**src/rtl/uart_tx.sv**
```systemverilog
// Bus-programmable UART transmitter: 8N1 frames from a small TX FIFO.
// Bus handshake: every req_i cycle is accepted (no stall); exactly one cycle
// later rvalid_o is high for one cycle with rdata_o/err_o valid; outside that
// cycle rdata_o and err_o are held at 0.
module uart_tx #(
   parameter int FifoDepth   = 8,
   parameter int ClkDivReset = 16
) (
   input  logic        clk_i,
   input  logic        rst_ni,
   input  logic        req_i,
   input  logic        we_i,
   input  logic [3:0]  be_i,
   input  logic [31:0] addr_i,
   input  logic [31:0] wdata_i,
   output logic        rvalid_o,
   output logic [31:0] rdata_o,
   output logic        err_o,
   output logic        tx_o,
   output logic        intr_o
);

   localparam int PtrW = $clog2(FifoDepth);
   localparam int CntW = PtrW + 1;

   typedef enum logic [1:0] {IDLE, START, DATA, STOP} state_e;

   // Registers and FSM state
   state_e            state_q, state_d;
   logic [2:0]        bit_q, bit_d;
   logic [15:0]       cyc_q, cyc_d;
   logic [15:0]       div_q, div_d;
   logic [7:0]        sh_q, sh_d;
   logic              tx_q, tx_d;
   logic [15:0]       clkdiv_q;
   logic              tx_en_q, irq_en_q;
   logic              intr_q;
   logic              rvalid_q, err_q;
   logic [31:0]       rdata_q;

   // FIFO storage
   logic [7:0]        mem [FifoDepth];
   logic [PtrW-1:0]   wr_ptr_q, rd_ptr_q;
   logic [CntW-1:0]   count_q;

   // Bus decode
   logic [7:0]  reg_idx;
   logic        sel_txdata, sel_status, sel_clkdiv, sel_ctrl, sel_none;
   logic        wr, rd, push, pop, fifo_full, fifo_empty, busy, cyc_last;
   logic        err_d;
   logic [31:0] rdata_d;
   logic [15:0] clkdiv_merged;
   logic        unused_bits;

   assign unused_bits = ^{addr_i[31:10], addr_i[1:0], wdata_i[31:16], be_i[3:2]};

   assign reg_idx    = addr_i[9:2];
   assign sel_txdata = (reg_idx == 8'd0);
   assign sel_status = (reg_idx == 8'd1);
   assign sel_clkdiv = (reg_idx == 8'd2);
   assign sel_ctrl   = (reg_idx == 8'd3);
   assign sel_none   = ~(sel_txdata | sel_status | sel_clkdiv | sel_ctrl);
   assign wr         = req_i & we_i;
   assign rd         = req_i & ~we_i;

   assign fifo_full  = (count_q == CntW'(FifoDepth));
   assign fifo_empty = (count_q == '0);
   assign busy       = (state_q != IDLE);
   // Fullness is judged before any same-cycle pop, so a push into a full FIFO
   // is always dropped.
   assign push       = wr & sel_txdata & be_i[0] & ~fifo_full;
   assign cyc_last   = (cyc_q == div_q - 16'd1);

   assign clkdiv_merged = {be_i[1] ? wdata_i[15:8] : clkdiv_q[15:8],
                           be_i[0] ? wdata_i[7:0]  : clkdiv_q[7:0]};

   // Response data and error for the current request
   always_comb begin
      rdata_d = '0;
      err_d   = req_i & (sel_none | (we_i & sel_status) |
                         (we_i & sel_txdata & be_i[0] & fifo_full));
      if (rd) begin
         if (sel_status) begin
            rdata_d[0]    = busy;
            rdata_d[1]    = fifo_full;
            rdata_d[2]    = fifo_empty;
            rdata_d[13:8] = 6'(count_q);
         end else if (sel_clkdiv) begin
            rdata_d[15:0] = clkdiv_q;
         end else if (sel_ctrl) begin
            rdata_d[1:0]  = {irq_en_q, tx_en_q};
         end
      end
   end

   // Bus response, control registers and level interrupt
   always_ff @(posedge clk_i or negedge rst_ni) begin
      if (!rst_ni) begin
         rvalid_q <= 1'b0;
         rdata_q  <= '0;
         err_q    <= 1'b0;
         clkdiv_q <= 16'(ClkDivReset);
         tx_en_q  <= 1'b1;
         irq_en_q <= 1'b0;
         intr_q   <= 1'b0;
      end else begin
         rvalid_q <= req_i;
         rdata_q  <= rdata_d;
         err_q    <= err_d;
         if (wr && sel_clkdiv)
            clkdiv_q <= (clkdiv_merged == 16'd0) ? 16'd1 : clkdiv_merged;
         if (wr && sel_ctrl && be_i[0]) begin
            tx_en_q  <= wdata_i[0];
            irq_en_q <= wdata_i[1];
         end
         intr_q <= irq_en_q & fifo_empty & ~busy;
      end
   end

   // FIFO storage write (contents need no reset; level tracks validity)
   always_ff @(posedge clk_i) begin
      if (push) mem[wr_ptr_q] <= wdata_i[7:0];
   end

   // FIFO pointers and level
   always_ff @(posedge clk_i or negedge rst_ni) begin
      if (!rst_ni) begin
         wr_ptr_q <= '0;
         rd_ptr_q <= '0;
         count_q  <= '0;
      end else begin
         if (push) wr_ptr_q <= wr_ptr_q + PtrW'(1);
         if (pop)  rd_ptr_q <= rd_ptr_q + PtrW'(1);
         if (push && !pop)      count_q <= count_q + CntW'(1);
         else if (pop && !push) count_q <= count_q - CntW'(1);
      end
   end

   // Serializer next state; tx line is registered from the next state
   always_comb begin
      state_d = state_q;
      bit_d   = bit_q;
      cyc_d   = cyc_q;
      div_d   = div_q;
      sh_d    = sh_q;
      pop     = 1'b0;
      case (state_q)
         IDLE: begin
            if (tx_en_q && !fifo_empty) begin
               pop     = 1'b1;
               state_d = START;
               cyc_d   = '0;
               bit_d   = '0;
               div_d   = clkdiv_q;
               sh_d    = mem[rd_ptr_q];
            end
         end
         START: begin
            if (cyc_last) begin
               state_d = DATA;
               cyc_d   = '0;
               bit_d   = '0;
            end else begin
               cyc_d = cyc_q + 16'd1;
            end
         end
         DATA: begin
            if (cyc_last) begin
               cyc_d = '0;
               if (bit_q == 3'd7) state_d = STOP;
               else               bit_d   = bit_q + 3'd1;
            end else begin
               cyc_d = cyc_q + 16'd1;
            end
         end
         STOP: begin
            if (cyc_last) begin
               cyc_d = '0;
               bit_d = '0;
               if (tx_en_q && !fifo_empty) begin
                  pop     = 1'b1;
                  state_d = START;
                  div_d   = clkdiv_q;
                  sh_d    = mem[rd_ptr_q];
               end else begin
                  state_d = IDLE;
               end
            end else begin
               cyc_d = cyc_q + 16'd1;
            end
         end
         default: state_d = IDLE;
      endcase
      case (state_d)
         START:   tx_d = 1'b0;
         DATA:    tx_d = sh_d[bit_d];
         default: tx_d = 1'b1;
      endcase
   end

   // Serializer state register
   always_ff @(posedge clk_i or negedge rst_ni) begin
      if (!rst_ni) begin
         state_q <= IDLE;
         bit_q   <= '0;
         cyc_q   <= '0;
         div_q   <= 16'd1;
         sh_q    <= '0;
         tx_q    <= 1'b1;
      end else begin
         state_q <= state_d;
         bit_q   <= bit_d;
         cyc_q   <= cyc_d;
         div_q   <= div_d;
         sh_q    <= sh_d;
         tx_q    <= tx_d;
      end
   end

   assign rvalid_o = rvalid_q;
   assign rdata_o  = rdata_q;
   assign err_o    = err_q;
   assign tx_o     = tx_q;
   assign intr_o   = intr_q;

endmodule

```
**config.mk**
```make
export PLATFORM = sky130hd
export DESIGN_NAME = uart_tx
export DESIGN_NICKNAME = d
export VERILOG_FILES = /design/src/rtl/uart_tx.sv
export SDC_FILE = /design/constraint.sdc
export NUM_CORES = 1
export LEC_CHECK = 0
export ABC_AREA = 1
export BUFFER_PORTS_ARGS = -buffer_cell sky130_fd_sc_hd__buf_2
export CAP_MARGIN = 10
export CORE_MARGIN = 2
export CORE_UTILIZATION = 55
export CTS_CLUSTER_DIAMETER = 80
export DETAILED_ROUTE_END_ITERATION = 12
export PLACE_DENSITY = 0.74
export SYNTH_ARGS = -nofsm -noshare
export SYNTH_HDL_FRONTEND = slang
export SYNTH_SLANG_ARGS = --single-unit
export TNS_END_PERCENT = 1
```
**constraint.sdc**
```tcl
create_clock -name clk_i -period 7.4 [get_ports clk_i]
set_input_delay 0 -clock clk_i [delete_from_list [all_inputs] [get_ports clk_i]]
set_output_delay 0 -clock clk_i [all_outputs]
set_load 0.005 [all_outputs]
```
# Word level (Yosys, flattened, before mapping)
# Memories as Yosys holds them, arrays and structs flattened.
# Index checks and enable logic that the tools add are counted.
[op_classes]
add_sub_neg = 7
n_lt_le_gt_ge = 1
n_eq_ne = 13
muxes = 42
n_bitwise = 21
n_reduce_logical = 19
[ops]
columns = ["operator", "n"]
rows = [
  ["16-bit two-way mux", 6],
  ["16-bit case mux with 2 select lines", 2],
  ["8-bit two-way mux", 4],
  ["16-bit by 1-bit adder with 16-bit output (second input constant)", 1],
  ["16-bit equality test", 1],
  ["8-bit by 2-bit equality test with 1-bit output (second input constant)", 2],
  ["16-bit zero test", 1],
  ["2-bit two-way mux", 8],
  ["8-bit case mux with 2 select lines", 1],
  ["16-bit by 1-bit subtractor with 16-bit output (second input constant)", 1],
  ["3-bit two-way mux", 5],
  ["14-bit two-way mux", 1],
  ["1-bit AND", 12],
  ["3-bit by 1-bit adder with 3-bit output (second input constant)", 3],
  ["3-bit case mux with 3 select lines", 1],
  ["8-bit by 1-bit equality test with 1-bit output (second input constant)", 1],
  ["8-bit zero test", 1],
  ["4-bit two-way mux", 2],
  ["2-bit case mux with 4 select lines", 1],
  ["2-bit equality test (second input constant)", 3],
  ["1-bit logical AND", 6],
  ["1-bit two-way mux", 6],
  ["6-bit two-way mux", 1],
  ["2-bit nonzero test", 3],
  ["other kinds (18)", 30],
]
[totals]
register_bits = 93
mem_bits_rw = 64
input_bits = 72
output_inout_bits = 36
wordCells = 120
mem_count = 1
[memory_table]
columns = ["name", "depth", "word_bits", "rd", "rd_clocked_by_memory_dff", "write_ports", "line", "rtl"]
rows = [
  ["mem", 8, 8, 1, 0, 1, "42", "logic [7:0] mem [FifoDepth];"],
]

# Longest topological paths before layout
[logic_depth]
word_depth = 9
depth_mapped = 24
mapped_depth_nobuf = 24

# Worst setup path after synthesis
# No wires, ideal clock.
[synth_timing]
path_kind = "flip-flop to flip-flop"
start = "register div_q[0]"
end = "register count_q[3]"
setup_ps = 125
arrival_ps = 3100
required_ps = 7275
path_slack_ps = 4175
stages_incl_launch_ff = 25
n_path_buf = 0
synth_period_minus_slack_ps = 3225
path_cell_list = "dfstp_2 -> inv_1 -> ha_1 -> inv_1 -> nand2_1 -> nand2_1 -> nor2_1 -> nand2_1 -> nor2_1 -> nand2_1 -> nor2_1 -> nand2_1 -> nor2_2 -> nand3_2 -> nand2_2 -> nand3_1 -> ha_1 -> inv_1 -> ha_1 -> a21o_1 -> a21oi_1 -> nand2_1 -> nand2_1 -> nor2_1 -> xor2_1"
[synth_between]
elab_chain_len = 7
elab_cells_between_ends = 9
cone_classes = "1 x add/sub; 1 x eq/ne; 3 x mux; 4 x reduce/logical"
[synth_rtl]
columns = ["item", "line", "rtl"]
rows = [
  ["start: declaration", "32", "logic [15:0] div_q, div_d;"],
  ["start signal: assignment", "214", "div_q <= div_d;"],
  ["16-bit by 1-bit subtractor with 16-bit output (*)", "72", "assign cyc_last = (cyc_q == div_q - 16'd1);"],
  ["16-bit equality test (*)", "72", ""],
  ["1-bit two-way mux (*)", "177", "if (cyc_last) begin"],
  ["1-bit case mux with 2 select lines (*)", "147", "case (state_q)"],
  ["1-bit zero test", "134", "if (push && !pop) count_q <= count_q + CntW'(1);"],
  ["1-bit logical AND", "134", ""],
  ["4-bit two-way mux or 2-bit nonzero test (tied branches)", "n/a", ""],
  ["end signal: assignment", "134", ""],
  ["end signal: assignment", "135", "else if (pop && !push) count_q <= count_q - CntW'(1);"],
  ["end: declaration", "44", "logic [CntW-1:0] count_q;"],
]
# Mark *: on every way between the ends. The rest lies on a longest branch, timed or not.
# A chain may end at the register's enable or synchronous reset.

# Final worst setup path
# Same ends and word-level chain as after synthesis.

==> flow_summary_export.csv <==
group,metric,value,unit
global_route,grt_usage,23.9,%
setup_path,end_kind,"flip-flop",
timing,final_hold_viol_count,2,
global_route,grt_pass1_wl,29.7,mm
timing,max_freq,257,MHz
global_route,grt_pass1_vias,6124,
timing,fin_skew,0.0113,ns
setup_path,cp_max_fo,10,
cells_and_area,drive_gt1_share,12.8,%
timing,tightest_slew,1.01,ns
run_status,status,"finished, violations left",
logic_synthesis,synth_ff_type,"dfrtp_1",
placed_design,post-dp-hpwl,12.2,mm
routing,ant_nets,0,
timing,slew_headroom,32.7,%
clock_network,max-clock-path-buffers,2,
timing,rsz0062_at_grt,"no",
timing,setup_tns,0,ns
clock_network,root_buffer,"clkbuf_16",
routing,drtIter0Drc,568,
setup_path,crit_slowest_cell,"dfstp_2",
floorplanning,start_util,55.7,%
cells_and_area,final_core_util,64.0,%
floorplanning,core,0.0144,mm^2
global_route,grt_overflow_total,0,
timing,min_period_over_period,52.6,%
cells_and_area,num_antenna_cells,0,
setup_path,required,7.74,ns
routing,wl_per_cell,15.2,um
clock_network,cts.clk_slew.worst_paths,0.07,ns
setup_path,arrival,4.24,ns
logic_synthesis,yosys.area.top_type,"dfrtp_1",
routing,first_pass_iters,5,
logic_synthesis,synth_area_leaders,"dfrtp_1 (28%), edfxtp_1 (24%), nand2_1 (9.3%)",
timing,finalMaxSlewViolations,0,
clock_network,cts_buffers,17,
flow_run,drv_cap,0,
cells_and_area,seq_area,0.00425,mm^2
logic_synthesis,syn_avg_cell_area,8.89,um^2
run_status,violations,"negative hold slack",
pwr,powerDensity,292,mW/mm^2
timing,whs,-0.00138,ns
routing,routed_wl,17.9,mm
logic_synthesis,async_reset_ff_share,59.2,%
routing,vias,6340,
clock_network,insertion_delay,0.42,ns
logic_synthesis,synth_seq_area_share,52.9,%
clock_network,h-tree-depth,4,
timing,setup_viol,0,
setup_path,cp_cell_sequence,"inv_1, ha_1, inv_1, nand2_1, nand2_1, nor2_1, nand2_1, nor2_1, nand2_1, nor2_1, nand2_1, nor2_2, nand3_2, nand2_2, nand3_1, ha_1, inv_1, ha_1, a21o_1, a21oi_1, nor2_1, nor2_1, xor2_1",
setup_path,crit_buf_inv,3,
cells_and_area,multi_input_area,0.00327,mm^2
logic_synthesis,synth_cell_types,48,
floorplanning,row_count,44,
logic_synthesis,syn_inst,904,
logic_synthesis,synth_top_area_share,27.7,%
logic_synthesis,ys_warn_count,0,
timing,min_period,3.89,ns
cells_and_area,nFillCells,1192,
floorplanning,die_area,0.0156,mm^2
clock_network,cts_tree,"yes",
global_route,antenna_found_initial,0,
logic_synthesis,synth_seq_cells,157,
placed_design,gp_congestion,0.861,
logic_synthesis,synth_area,0.00804,mm^2
floorplanning,dieHeight,125,um
setup_path,max_stage_delay,0.54,ns
routing,vias_per_cell,5.39,
cells_and_area,area_growth,14.9,%
pwr,p_leak,4.07,nW
clock_network,cts-resized-gates,0,
placed_design,numPortBuffers,49,
routing,drc,0,
hold_path,min_path_type,"in2async",
setup_path,worstSetupPathType,"reg2reg",
setup_path,path_delay_family,"simple AND/OR/NAND/NOR gates",
clock_network,clock_sinks,157,
cells_and_area,finalNetCount,1066,
floorplanning,boundaryPins,108,
global_route,grt_max_degree,73,
floorplanning,die_x,125,um
logic_synthesis,synth-edff-count,64,
pwr,vdd_drop_max,0.224,mV
setup_path,start_kind,"flip-flop",
-- final timing paths --
kind	from	to	slack [ns]	cells past startpoint
setup / recovery	div_q[0]$_DFFE_PN1P_	count_q[3]$_DFFE_PN0P_	3.51	23
max in group asynchronous	rst_ni	wr_ptr_q[0]$_DFFE_PN0P_	6.22	3
min in group clk_i	addr_i[3]	wr_ptr_q[0]$_DFFE_PN0P_	0.03	5
hold / removal	rst_ni	sh_q[3]$_DFF_PN0_	-0.001	2
setup reg to reg	div_q[0]$_DFFE_PN1P_	count_q[3]$_DFFE_PN0P_	3.51	23
hold reg to reg	sh_q[3]$_DFF_PN0_	sh_q[3]$_DFF_PN0_	0.52	2
-- logic make-up (layout without fill, tap and decap cells) --
kind of cell             Yosys count  in the layout  share of synthesized area (%)
AO/OA/AOI/OAI                    150            150                           10.6
XOR/XNOR                          26             26                           2.83
adder cells (fa/ha/maj)           14             14                           2.27
buffers and inverters            134            208                           7.05
flip-flops                       157            157                           52.9
multiplexers                      11             11                           1.40
other                              1             16                         0.0467
AND/OR/NAND/NOR                  411            411                           22.9
-- flip-flops by register name (all words and copies together), names as in the netlist, 2 cells and up --
signal and flops:
sh_q 8, clkdiv_q 16, bit_q 3, mem 64, wr_ptr_q 3, rd_ptr_q 3
div_q 16, count_q 4, rdata_o 16, cyc_q 16, state_q 2
-- cells in the mapped netlist (9+ instances only) --
cell type  count
nand2_2        9
inv_1         88
a21oi_1       13
nand4_1       11
nand3_1       46
dfrtp_1       89
clkbuf_1      23
mux2i_1        9
nor3_1        25
edfxtp_1      64
o21ai_0      102
xnor2_1       14
nand2_1      200
ha_1          13
xor2_1        12
buf_4         16
nor2_1        84
-- stage by stage --
step / setup WS [ns] / total power [mW] / instances / hold WS [ns] / instance area [um^2]
after floorplan: 4.18 / 1.67 / 919 / -0.296 / 8090
after CTS: 3.52 / 2.70 / 1177 / 0.00294 / 9230
after global placement: 3.64 / 1.84 / 1123 / -0.0883 / 8450
after global routing: 3.23 / 2.88 / 1177 / 0.0143 / 9230
final: 3.51 / 2.69 / 1177 / -0.00138 / 9230
after detailed placement: 3.58 / 1.86 / 1123 / -0.0880 / 8450
-- cell type report --
class	instances	area share [%]
Inverter	92	3.74
Clock inverter	13	1.42
Clock buffer	19	4.69
Sequential cell	157	46.1
Timing Repair Buffer	84	6.13
Tap cell	184	2.49
Multi-Input combinational cell	628	35.4
-- timing repair --
item / CTS / global route
setup buffers: 0 / 0
endpoints found under the setup margin: 0 / 0
hold buffers: 22 / 0
endpoints found under the hold margin: 100 / 0
-- power breakdown --
part	internal [mW]	switching, mW
Combinational	0.277	0.551
Sequential	0.962	0.0712
Clock	0.471	0.362
Total	1.71	0.984
-- worst register-to-register path, stage by stage, from the launching register on --
cell     delay [ns]
dfstp_2        0.54
inv_1          0.09
ha_1           0.31
inv_1          0.04
nand2_1        0.05
nand2_1        0.04
nor2_1         0.21
nand2_1        0.10
nor2_1         0.09
nand2_1        0.05
nor2_1         0.08
nand2_1        0.06
nor2_2         0.15
nand3_2        0.11
nand2_2        0.19
nand3_1        0.26
ha_1           0.33
inv_1          0.14
ha_1           0.25
a21o_1         0.18
a21oi_1        0.17
nor2_1         0.06
nor2_1         0.12
xor2_1         0.17
-- layout by cell type, fill, tap and decap left out, types with 4 or more instances in the layout --
cell,n
nand3_1,46
o32ai_1,8
nor4_1,8
mux2i_1,9
dlygate4sd3_1,22
nor2_2,5
nand2_2,9
conb_1,16
nor2_1,84
ha_1,13
nand2_1,200
inv_1,88
buf_2,48
nor2_4,5
nor3_1,25
nand3b_1,6
nand4_1,11
edfxtp_1,64
xnor2_1,14
o221ai_1,8
xor2_1,12
a21oi_1,13
o21ai_0,102
dfstp_2,4
clkbuf_16,17
dfrtp_1,89
buf_4,14
-- metal layers --
| metal | GRT usage [%] | up-vias | share of wire [%] |
|---|---|---|---|
| li1 | - | 3150 | - |
| met3 | 4.85 | 36 | 4.6 |
| met5 | 0 | - | 0 |
| met2 | 37.7 | 184 | 47 |
| met1 | 33.0 | 2970 | 47 |
| met4 | 8.82 | 0 | 2.2 |
Power figures use the tool's default switching activity.
